--- src/rtl/mem_sram_bridge.sv ---
// mem_sram_bridge: converts cache req/gnt/rvalid transactions into single-port SRAM accesses,
// one at a time, with configurable wait states and error responses outside the SRAM window.
module mem_sram_bridge #(
    parameter int          ADDR_WIDTH  = 10,
    parameter logic [31:0] BASE_ADDR   = 32'h0010_0000,
    parameter int          WAIT_CYCLES = 0
) (
    input  logic                  clk,
    input  logic                  reset_n,
    input  logic                  mem_req_i,
    input  logic [31:0]           mem_addr_i,
    input  logic                  mem_we_i,
    input  logic [3:0]            mem_be_i,
    input  logic [31:0]           mem_wdata_i,
    output logic                  mem_gnt_o,
    output logic                  mem_rvalid_o,
    output logic [31:0]           mem_rdata_o,
    output logic                  mem_error_o,
    output logic                  sram_en_o,
    output logic                  sram_we_o,
    output logic [3:0]            sram_be_o,
    output logic [ADDR_WIDTH-1:0] sram_addr_o,
    output logic [31:0]           sram_wdata_o,
    input  logic [31:0]           sram_rdata_i,
    output logic                  busy_o
);
    typedef enum logic [2:0] {S_IDLE, S_ACCESS, S_LATCH, S_WAIT, S_RESP} state_t;
    localparam logic [32:0] LIMIT = {1'b0, BASE_ADDR} + (33'd4 << ADDR_WIDTH);
    state_t                state;
    logic [ADDR_WIDTH-1:0] word_q;
    logic [31:0]           wdata_q, rdata_q;
    logic [3:0]            be_q, cnt;
    logic                  we_q, in_range_q, access, resp;
    assign access       = state == S_ACCESS && in_range_q;
    assign resp         = state == S_RESP;
    assign mem_gnt_o    = reset_n && mem_req_i && (state == S_IDLE || resp);
    assign mem_rvalid_o = resp;
    assign mem_rdata_o  = resp ? rdata_q : '0;
    assign mem_error_o  = resp && !in_range_q;
    assign sram_en_o    = access;
    assign sram_we_o    = access && we_q;
    assign sram_be_o    = (access && we_q) ? be_q : '0;
    assign sram_addr_o  = access ? word_q : '0;
    assign sram_wdata_o = access ? wdata_q : '0;
    assign busy_o       = state != S_IDLE;
    always_ff @(posedge clk or negedge reset_n) begin
        if (!reset_n) begin
            state      <= S_IDLE;
            word_q     <= '0;
            wdata_q    <= '0;
            rdata_q    <= '0;
            be_q       <= '0;
            cnt        <= '0;
            we_q       <= 1'b0;
            in_range_q <= 1'b0;
        end else begin
            if (mem_gnt_o) begin
                // BASE_ADDR is word aligned, so the word index is a borrow-free slice difference
                word_q     <= mem_addr_i[ADDR_WIDTH+1:2] - BASE_ADDR[ADDR_WIDTH+1:2];
                wdata_q    <= mem_wdata_i;
                be_q       <= mem_be_i;
                we_q       <= mem_we_i;
                in_range_q <= {1'b0, mem_addr_i} >= {1'b0, BASE_ADDR} && {1'b0, mem_addr_i} < LIMIT;
            end
            case (state)
                S_IDLE, S_RESP: state <= mem_gnt_o ? S_ACCESS : S_IDLE;
                S_ACCESS: state <= S_LATCH;
                S_LATCH: begin
                    rdata_q <= (in_range_q && !we_q) ? sram_rdata_i : '0;
                    cnt     <= 4'(WAIT_CYCLES - 1);
                    state   <= (WAIT_CYCLES > 0) ? S_WAIT : S_RESP;
                end
                S_WAIT: begin
                    cnt <= cnt - 4'd1;
                    if (cnt == 4'd0) state <= S_RESP;
                end
                default: state <= S_IDLE;
            endcase
        end
    end
endmodule

--- config.mk ---
export PLATFORM = sky130hd
export DESIGN_NAME = mem_sram_bridge
export DESIGN_NICKNAME = d
export VERILOG_FILES = /design/src/rtl/mem_sram_bridge.sv
export SDC_FILE = /design/constraint.sdc
export NUM_CORES = 1
export LEC_CHECK = 0
export CAP_MARGIN = 0
export CORE_MARGIN = 2
export CORE_UTILIZATION = 37
export DETAILED_ROUTE_END_ITERATION = 12
export PLACE_DENSITY = 0.76
export SYNTH_ARGS = -nofsm -noshare
export SYNTH_HDL_FRONTEND = slang
export SYNTH_SLANG_ARGS = --single-unit
--- constraint.sdc ---
create_clock -name clk -period 1.9 [get_ports clk]
set_clock_uncertainty 0.2 [all_clocks]
set_input_delay 0.57 -clock clk [delete_from_list [all_inputs] [get_ports clk]]
set_output_delay 0.57 -clock clk [all_outputs]
set_load 0.05 [all_outputs]
==> results of run 1 <==
## sequential cells by signal, summed over array words and instances (netlist names)
register and count:
in_range_q 1, be_q 4, we_q 1, rdata_q 32, cnt 4, state 3, wdata_q 32, word_q 10
## synthesized netlist by cell type, types with 2 or more instances
master and number:
dfrtp_1 87, and2_1 76, nand2_1 68, mux2_2 47
o21ai_1 30, clkbuf_1 10, buf_4 9, buf_2 6
o21ai_0 5, and3_1 4, inv_1 4, nor4_1 4
a211o_1 2, a21oi_1 2, nand2b_1 2, nand3_1 2
nor2_1 2, nor2b_1 2, nor3b_1 2, or3_1 2
## per-layer routing
layer / share of wire, % / track usage [%]
met1: 38 / 24.3
met2: 50 / 37.4
met3: 11 / 10.5
met4: 1.6 / 6.87
met5: 0 / 0
## critical path, stage by stage (launching register included)
cell and delay, ns:
dfrtp_1 0.41, nand2b_4 0.16, nor3_4 0.14, buf_6 0.17, buf_12 0.13, and3_4 0.20
buf_12 0.14
## cell families (layout without fill, tap and decap cells)
group / count (synthesis) / after routing / share of synthesized area (%)
DFF: 87 / 87 / 54.6
AOI/OAI and AO/OA: 41 / 41 / 5.43
muxes: 47 / 47 / 13.3
adders and majority gates: 1 / 1 / 0.314
and+or+nand+nor: 169 / 169 / 22.5
buffers and inverters: 30 / 242 / 3.89
## report_power, final
group          internal, W  total (W)  switching [W]
clock network     0.000652    0.00137       0.000722
logic             0.000620    0.00100       0.000382
registers          0.00216    0.00237       0.000210
total              0.00343    0.00474        0.00131
## path summary, 6_finish.rpt
path                        startpoint           end  slack (ns)
hold reg to reg            rdata_q[31]   rdata_q[31]        0.29
setup reg to reg              state[0]          we_q       -0.25
setup / recovery              state[2]  sram_be_o[3]       -0.57
min in group clk           rdata_q[31]   rdata_q[31]        0.29
hold / removal                 reset_n   rdata_q[28]        0.16
max in group asynchronous      reset_n      state[1]        0.80
## repair_timing
action                                  in CTS  in global routing
buffers inserted                             5                  4
pin swaps                                    1                 11
endpoints found under the setup margin     132                142
gates cloned                                 4                  5
resized for setup                            6                 26
## through the flow
stage                     total power [W]  util [%]  std cells  area [um2]
final                             0.00474      74.3        723        7700
after global routing              0.00495      74.3        723        7700
after CTS                         0.00469      72.3        714        7500
after detailed placement          0.00327      68.7        690        7120
after global placement            0.00320      68.7        690        7120
after floorplan                   0.00281         -        375        4250
## area by class of cell
type | count | share of cell area, %
flip-flops and latches | 87 | 28.3
inverters | 4 | 0.195
clock buffers | 10 | 1.79
multi-input cells | 258 | 24.8
clock inverters | 6 | 0.894
repair buffers | 222 | 41.8
well taps | 136 | 2.21
==> impl_metrics.json, run 1 <==
{
  "outcome": "finished with violations",
  "failed_checks": "negative setup slack",
  "grt_max_degree": 65,
  "most_common_cell_after_layout_fill_and_taps_aside": "clkdlybuf4s50_1",
  "routed-via-count": 3534,
  "main_flop_type_after_synthesis": "dfrtp_1",
  "post_route_cells_drive_above_1_share_pct": 46.7,
  "timing.critical_path.fanout_max": 6,
  "rsz0062_at_grt": "yes",
  "setup_viol": 131,
  "sequential_to_total_area_share_from_yosys_stat_pct": 54.6,
  "wl_per_cell_um": 18.9,
  "final.hold.worst_slack_ns": 0.162,
  "synthesis.area_per_instance_um2": 10.6,
  "timing.final.crit_period_ns": 2.47,
  "post_route_ant_nets": 0,
  "worst_r2r_path_depth": 6,
  "insertion_delay_ns": 0.35,
  "irDropWorstVdd_v": 0.000457,
  "layout-area-overhead-vs-synth_pct": 93.2,
  "synth.yosys.warnings": 0,
  "holdCritPathClass": "in -> async",
  "synth.largest_area_cell": "dfrtp_1",
  "postSynthCellCount": 375,
  "placement.io_buffers": 185,
  "die-width_um": 108,
  "rows": 37,
  "worst_setup_path_start_kind": "register",
  "insertedDiodeCount": 0,
  "post_synth_instance_area_um2": 3990,
  "half_perimeter_wire_length_of_the_detailed_placement_result_um": 9350,
  "grt_antenna_before_repair": 0,
  "post-route-worst-setup-slack_ns": -0.571,
  "hold_viol": 0,
  "crit_required_ns": 1.13,
  "via_per_inst": 4.89,
  "grt_pass1_wl_um": 19300,
  "synth_enable_flop_cells": 0,
  "boundaryPins": 188,
  "design.die.area_um2": 11600,
  "period_share_pct": 130,
  "finish.net_count": 687,
  "asyncSetResetFlopFracSynth_pct": 100,
  "seq_area_um2": 2180,
  "postSynthNetCount": 480,
  "grtUsageTotal_pct": 22.0,
  "number_of_clock_sinks": 87,
  "initial_cell_density_of_the_core_pct": 38.4,
  "endpoint_kind": "output pin",
  "crit_arrival_ns": 1.70,
  "num-fill-cells": 677,
  "post_synth_main_area_contributors": "dfrtp_1, mux2_2, and2_1",
  "remaining_drcs": 0,
  "cts-root-to-sink-buffers": 2,
  "max_cap_viol_count": 0,
  "multiInputGateArea_um2": 1910,
  "cts.hold.buffers_added": 0,
  "yosysTopAreaCellShare_pct": 54.6,
  "max_slew_margin_pct": 56.4,
  "drt_wl_total_um": 13700,
  "cts_made_buffers": 9,
  "place_congestion": 0.764,
  "tritoncts": "built",
  "tightestPinTransition_ns": 0.653,
  "clk_pin_slew_ns": 0.09,
  "coreArea_um2": 10400,
  "mostFrequentLayoutCells": "clkdlybuf4s50_1, buf_12, dfrtp_1, and2_4, nand2_1",
  "worst-setup-path-type": "reg -> out",
  "max_freq_ghz": 0.405,
  "dp_worst_setup_slack_ns": -0.548,
  "ctsHtreeMaxLevel": 3,
  "unique_masters_post_synth": 29,
  "die-height_um": 108,
  "leakage_nw": 3.21,
  "power.density_cell_area_nw_per_um2": 616,
  "total_negative_setup_slacks_ns": -55.34,
  "clk_root_buffer_cell": "clkbuf_8",
  "drtPass1Iterations": 4,
  "grt-ovfl-total": 0,
  "drv_slew": 0,
  "number_of_global_route_vias_before_repair": 3754,
  "detail_route.iter0.violations": 134,
  "synth-seq-cells": 87
}
Note: power is estimated with default switching activity, not from simulation.
==> inputs of run 2 (changes only) <==
REMOVE_ABC_BUFFERS = 1   (was not set)
==> run 2 against run 1 <==
Effect of this change: the run still ends with negative setup slack left; core utilization barely moved; sequential power is essentially flat; sequential share of layout area hardly changed; die area unchanged; non-clock buffer count fell by 1; critical path depth stayed put; combinational power up 18%; cell count is 0.28% lower; register-to-register slack is essentially flat; worst hold slack better by 0.12 ns; flip-flop and latch count stayed put; critical path type unchanged; critical endpoint is now sram_be_o[2]; largest cell class unchanged.
==> impl_metrics.json, run 2 (same netlist as run 1, synthesis figures left out) <==
{
  "fin_util_pct": 74.3,
  "startpoint_of_the_worst_slack_reg_to_reg_timing_path": "state[0]",
  "routed-via-count": 3549,
  "grtUsageTotal_pct": 23.9,
  "placed_insts": 689,
  "insertedDiodeCount": 0,
  "grt_max_degree": 88,
  "grt-ovfl-total": 0,
  "worst_r2r_path_depth": 7,
  "num-fill-cells": 630,
  "worst_hold_startpoint": "rdata_q[5]",
  "die-height_um": 108,
  "drtPass1Iterations": 4,
  "cts.hold.buffers_added": 0,
  "power.net_switching_w": 0.00132,
  "place_congestion": 0.774,
  "outcome": "finished with violations",
  "crit_arrival_ns": 1.73,
  "half_perimeter_wire_length_of_the_detailed_placement_result_um": 8660,
  "tritoncts": "built",
  "worst_hold_path.num_cells": 2,
  "cts-root-to-sink-buffers": 2,
  "endpoint_kind": "output pin",
  "clk_root_buffer_cell": "clkbuf_8",
  "final.hold.worst_slack_ns": 0.279,
  "via_per_inst": 4.92,
  "holdCritPathClass": "reg -> reg",
  "min_to": "rdata_q[5]",
  "post-route-worst-setup-slack_ns": -0.603,
  "power.switching_fraction_pct": 28.0,
  "post_route_cells_drive_above_1_share_pct": 39.8,
  "dp_worst_setup_slack_ns": -0.598,
  "irDropWorstVdd_v": 0.000345,
  "worst_setup_path_start": "state[2]",
  "ctsHtreeMaxLevel": 3,
  "tightestPinTransition_ns": 1.12,
  "pwr-share-comb_pct": 25.1,
  "crit_required_ns": 1.13,
  "period_share_pct": 132,
  "final-instance-count-excl-fill": 721,
  "detail_route.iter0.violations": 125,
  "timing.critical_path.fanout_max": 12,
  "max_slew_margin_pct": 25.2,
  "max_cap_viol_count": 0,
  "setup_viol": 133,
  "multiInputGateArea_um2": 2000,
  "max_freq_ghz": 0.400,
  "drv_slew": 0,
  "number_of_clock_sinks": 87,
  "r2r_setup_slack_ns": -0.24,
  "leakage_nw": 3.27,
  "register_share_of_total_power_pct": 50.9,
  "seq_area_um2": 2180,
  "failed_checks": "negative setup slack",
  "worst_setup_path_start_kind": "register",
  "rsz0062_at_grt": "yes",
  "layout-area-overhead-vs-synth_pct": 93.2,
  "boundaryPins": 188,
  "insertion_delay_ns": 0.35,
  "remaining_drcs": 0,
  "drt_wl_total_um": 13900,
  "intPower_w": 0.00339,
  "grt_antenna_before_repair": 0,
  "number_of_global_route_vias_before_repair": 3765,
  "initial_cell_density_of_the_core_pct": 38.4,
  "clk_pin_slew_ns": 0.08,
  "clock_power_share_pct": 24.0,
  "grt_pass1_wl_um": 21100,
  "finish.net_count": 686,
  "design.die.area_um2": 11600,
  "most_common_cell_after_layout_fill_and_taps_aside": "clkdlybuf4s50_1",
  "die-width_um": 108,
  "rows": 37,
  "mostFrequentLayoutCells": "clkdlybuf4s50_1, buf_12, dfrtp_1, nand2_1, mux2_4",
  "post_route_ant_nets": 0,
  "hold_viol": 0,
  "worst_r2r_dst": "wdata_q[1]",
  "coreArea_um2": 10400,
  "reg_top3": "rdata_q (32), wdata_q (32), word_q (10)",
  "cts_made_buffers": 9,
  "timing.final.crit_period_ns": 2.50,
  "worst-setup-path-type": "reg -> out",
  "power.density_cell_area_nw_per_um2": 611,
  "wl_per_cell_um": 19.2,
  "placement.io_buffers": 185
}
-- run 2: worst max-delay path by stage --
stage / endpoint / slack [ns] / cells after the start
finish: sram_be_o[2] / -0.60 / 6
CTS: sram_wdata_o[14] / -0.64 / 6
floorplan: be_q[0] / -5.86 / 2
global placement: word_q[7] / -0.56 / 5
detailed placement: word_q[7] / -0.60 / 5
global route: sram_be_o[2] / -0.66 / 6
-- run 2: repair_timing --
action / CTS / global route
setup buffers: 13 / 2
cloned: 7 / 0
pin swaps: 7 / 12
resized for setup: 107 / 23
hold endpoints to repair: 0 / 0
endpoints found under the setup margin: 131 / 161
-- run 2: metrics by stage --
step / area (um2) / total power, W / TNS [ns]
after floorplan: 3850 / 0.00275 / -440.88
after global placement: 6900 / 0.00316 / -36.59
after detailed placement: 6900 / 0.00323 / -42.73
after CTS: 7650 / 0.00464 / -60.16
after global routing: 7700 / 0.00491 / -61.56
final: 7700 / 0.00471 / -53.78
-- run 2: power by group through the flow --
stage / Sequential, W / Combinational (W) / Clock [W]
detailed placement: 0.00236 / 0.000871 / 0
finish: 0.00239 / 0.00118 / 0.00113
global route: 0.00242 / 0.00126 / 0.00124
global placement: 0.00234 / 0.000825 / 0
CTS: 0.00235 / 0.00113 / 0.00115
floorplan: 0.00229 / 0.000452 / 0
-- run 2: critical path: stages (launching register included) --
cell and delay [ns]:
dfrtp_1 0.40, nand2b_4 0.16, nor3_4 0.19, buf_6 0.15, buf_6 0.15, and3_4 0.21, buf_12 0.14
-- run 2: per-layer routing --
layer  vias to the layer above  routed length (um)  GRT usage (%)
met4                         0                 147           6.04
met2                       161                6720           39.2
met3                        12                1360           8.90
met5                         -                   0              0
li1                       1643                   -              -
met1                      1733                5630           29.9
-- run 2: cell type report --
cell class	count	share of cell area (%)
Inverter	4	0.195
Clock buffer	12	1.75
Timing Repair Buffer	221	41.3
Multi-Input combinational cell	258	26.0
Clock inverter	3	0.276
Tap cell	136	2.21
Sequential cell	87	28.3
==> inputs of run 3 (changes only) <==
CORE_ASPECT_RATIO = 1.75   (was not set)
HOLD_SLACK_MARGIN = 0.02   (was not set)
==> run 3 against run 2 <==
Effect of this change: the flow still finishes with violations (negative setup slack); via count increased by 4.3%; total power increased by 18%; register-to-register slack about the same; core utilization increased by 3.5 points; cell count increased by 1.4%; global-route usage decreased by 0.56 points; combinational power increased by 14%; cell area increased by 6.8%; sequential power about the same; wire length increased by 7.8%; first-iteration DRC count increased by 34%; clock-buffer cell count decreased by 2.
==> impl_metrics.json, run 3 (same netlist as run 1, synthesis figures left out) <==
{
  "outcome": "finished with violations",
  "failed_checks": "negative setup slack",
  "drt_wl_total_um": 14900,
  "setup_viol": 132,
  "finish.instance_area_um2": 8220,
  "grtUsageTotal_pct": 23.4,
  "leakage_nw": 3.52,
  "reg_top3": "rdata_q (32), wdata_q (32), word_q (10)",
  "die-height_um": 141,
  "post_route_cells_drive_above_1_share_pct": 48.1,
  "tightestPinTransition_ns": 1.11,
  "hold_viol": 0,
  "post_route_ant_nets": 0,
  "remaining_drcs": 0,
  "grt_max_degree": 88,
  "cts_made_buffers": 9,
  "insertion_delay_ns": 0.34,
  "detail_route.iter0.violations": 167,
  "timing.final.crit_period_ns": 2.52,
  "period_share_pct": 133,
  "irDropWorstVdd_v": 0.000524,
  "design.die.area_um2": 11700,
  "mostFrequentLayoutCells": "clkdlybuf4s50_1, buf_12, dfrtp_1, and2_4, nand2_1",
  "half_perimeter_wire_length_of_the_detailed_placement_result_um": 8090,
  "rsz0062_at_grt": "yes",
  "grt_antenna_before_repair": 0,
  "initial_cell_density_of_the_core_pct": 37.7,
  "coreArea_um2": 10600,
  "cts.hold.buffers_added": 0,
  "tritoncts": "built",
  "worst-setup-path-type": "reg -> out",
  "total_negative_setup_slacks_ns": -54.12,
  "clk_pin_slew_ns": 0.06,
  "max_slew_margin_pct": 25.8,
  "place_congestion": 0.729,
  "worst_setup_path_start_kind": "register",
  "max_cap_viol_count": 0,
  "endpoint_kind": "output pin",
  "insertedDiodeCount": 0,
  "power.density_cell_area_nw_per_um2": 678,
  "finish.net_count": 701,
  "layout-area-overhead-vs-synth_pct": 106,
  "grt_pass1_wl_um": 20100,
  "crit_arrival_ns": 1.75,
  "most_common_cell_after_layout_fill_and_taps_aside": "clkdlybuf4s50_1",
  "timing.critical_path.fanout_max": 12,
  "rows": 50,
  "placement.io_buffers": 185,
  "number_of_global_route_vias_before_repair": 3823,
  "drv_slew": 0,
  "max_freq_ghz": 0.396,
  "via_per_inst": 5.06,
  "placement.cell_area_um2": 6920,
  "grt-ovfl-total": 0,
  "boundaryPins": 188,
  "crit_required_ns": 1.13,
  "wl_per_cell_um": 20.4,
  "number_of_clock_sinks": 87,
  "routed-via-count": 3702,
  "clk_root_buffer_cell": "clkbuf_16",
  "holdCritPathClass": "reg -> reg",
  "cts-root-to-sink-buffers": 2,
  "die-width_um": 82.5,
  "post-route-worst-setup-slack_ns": -0.623,
  "drtPass1Iterations": 4,
  "ctsHtreeMaxLevel": 3
}
## run 3: final cells by class
cell class                      count  area [um2]
Fill cell                         604        2350
Timing Repair Buffer              236        3460
Sequential cell                    87        2180
Clock inverter                      6        67.6
Tap cell                          130         163
Clock buffer                       10         239
Inverter                            4        15.0
Multi-Input combinational cell    258        2100
## run 3: timing repair
item | CTS | global route
buffers inserted | 16 | 6
endpoints found under the hold margin | 0 | 0
gates cloned | 8 | 8
setup endpoints to repair | 131 | 165
pin swaps | 16 | 14
gates resized for setup | 89 | 84
## run 3: metrics by stage
step	util [%]	hold WS, ns	setup slack [ns]	total power, W	std cells
3_3_place_gp	65.5	0.259	-0.525	0.00316	685
2_1_floorplan	-	0.0744	-5.86	0.00275	349
4_1_cts	73.9	0.292	-0.543	0.00520	723
5_1_grt	77.8	0.310	-0.682	0.00579	731
6_report	77.8	0.285	-0.623	0.00557	731
3_5_place_dp	65.5	0.267	-0.541	0.00324	685
## run 3: path summary, 6_finish.rpt
check | depth (start not counted) | endpoint | slack (ns) | from
setup / recovery | 6 | sram_wdata_o[9] | -0.62 | state[2]
hold / removal | 2 | rdata_q[16] | 0.28 | rdata_q[16]
setup reg to reg | 7 | word_q[7] | -0.24 | state[1]
hold reg to reg | 2 | rdata_q[16] | 0.28 | rdata_q[16]
max in group asynchronous | 2 | state[0] | 0.41 | reset_n
min in group asynchronous | 2 | wdata_q[28] | 0.32 | reset_n
## run 3: routing by layer
layer	share of wire [%]	global-route usage (%)	wire [um]	vias up
li1	-	-	-	1674
met2	59	43.8	8810	136
met3	5.2	5.28	784	21
met4	1.8	8.68	269	0
met1	34	24.1	5080	1871
met5	0	0	0	-
## run 3: where the power goes
part	internal [W]	switching [W]	total, W
Combinational	0.000858	0.000494	0.00135
Sequential	0.00216	0.000226	0.00239
Clock	0.00106	0.000772	0.00183
## run 3: worst max-delay path: stages (launching register included)
cell,delay [ns]
dfrtp_1,0.40
nand2b_4,0.16
nor3_4,0.15
buf_4,0.19
clkbuf_16,0.17
and2_1,0.19
buf_12,0.15
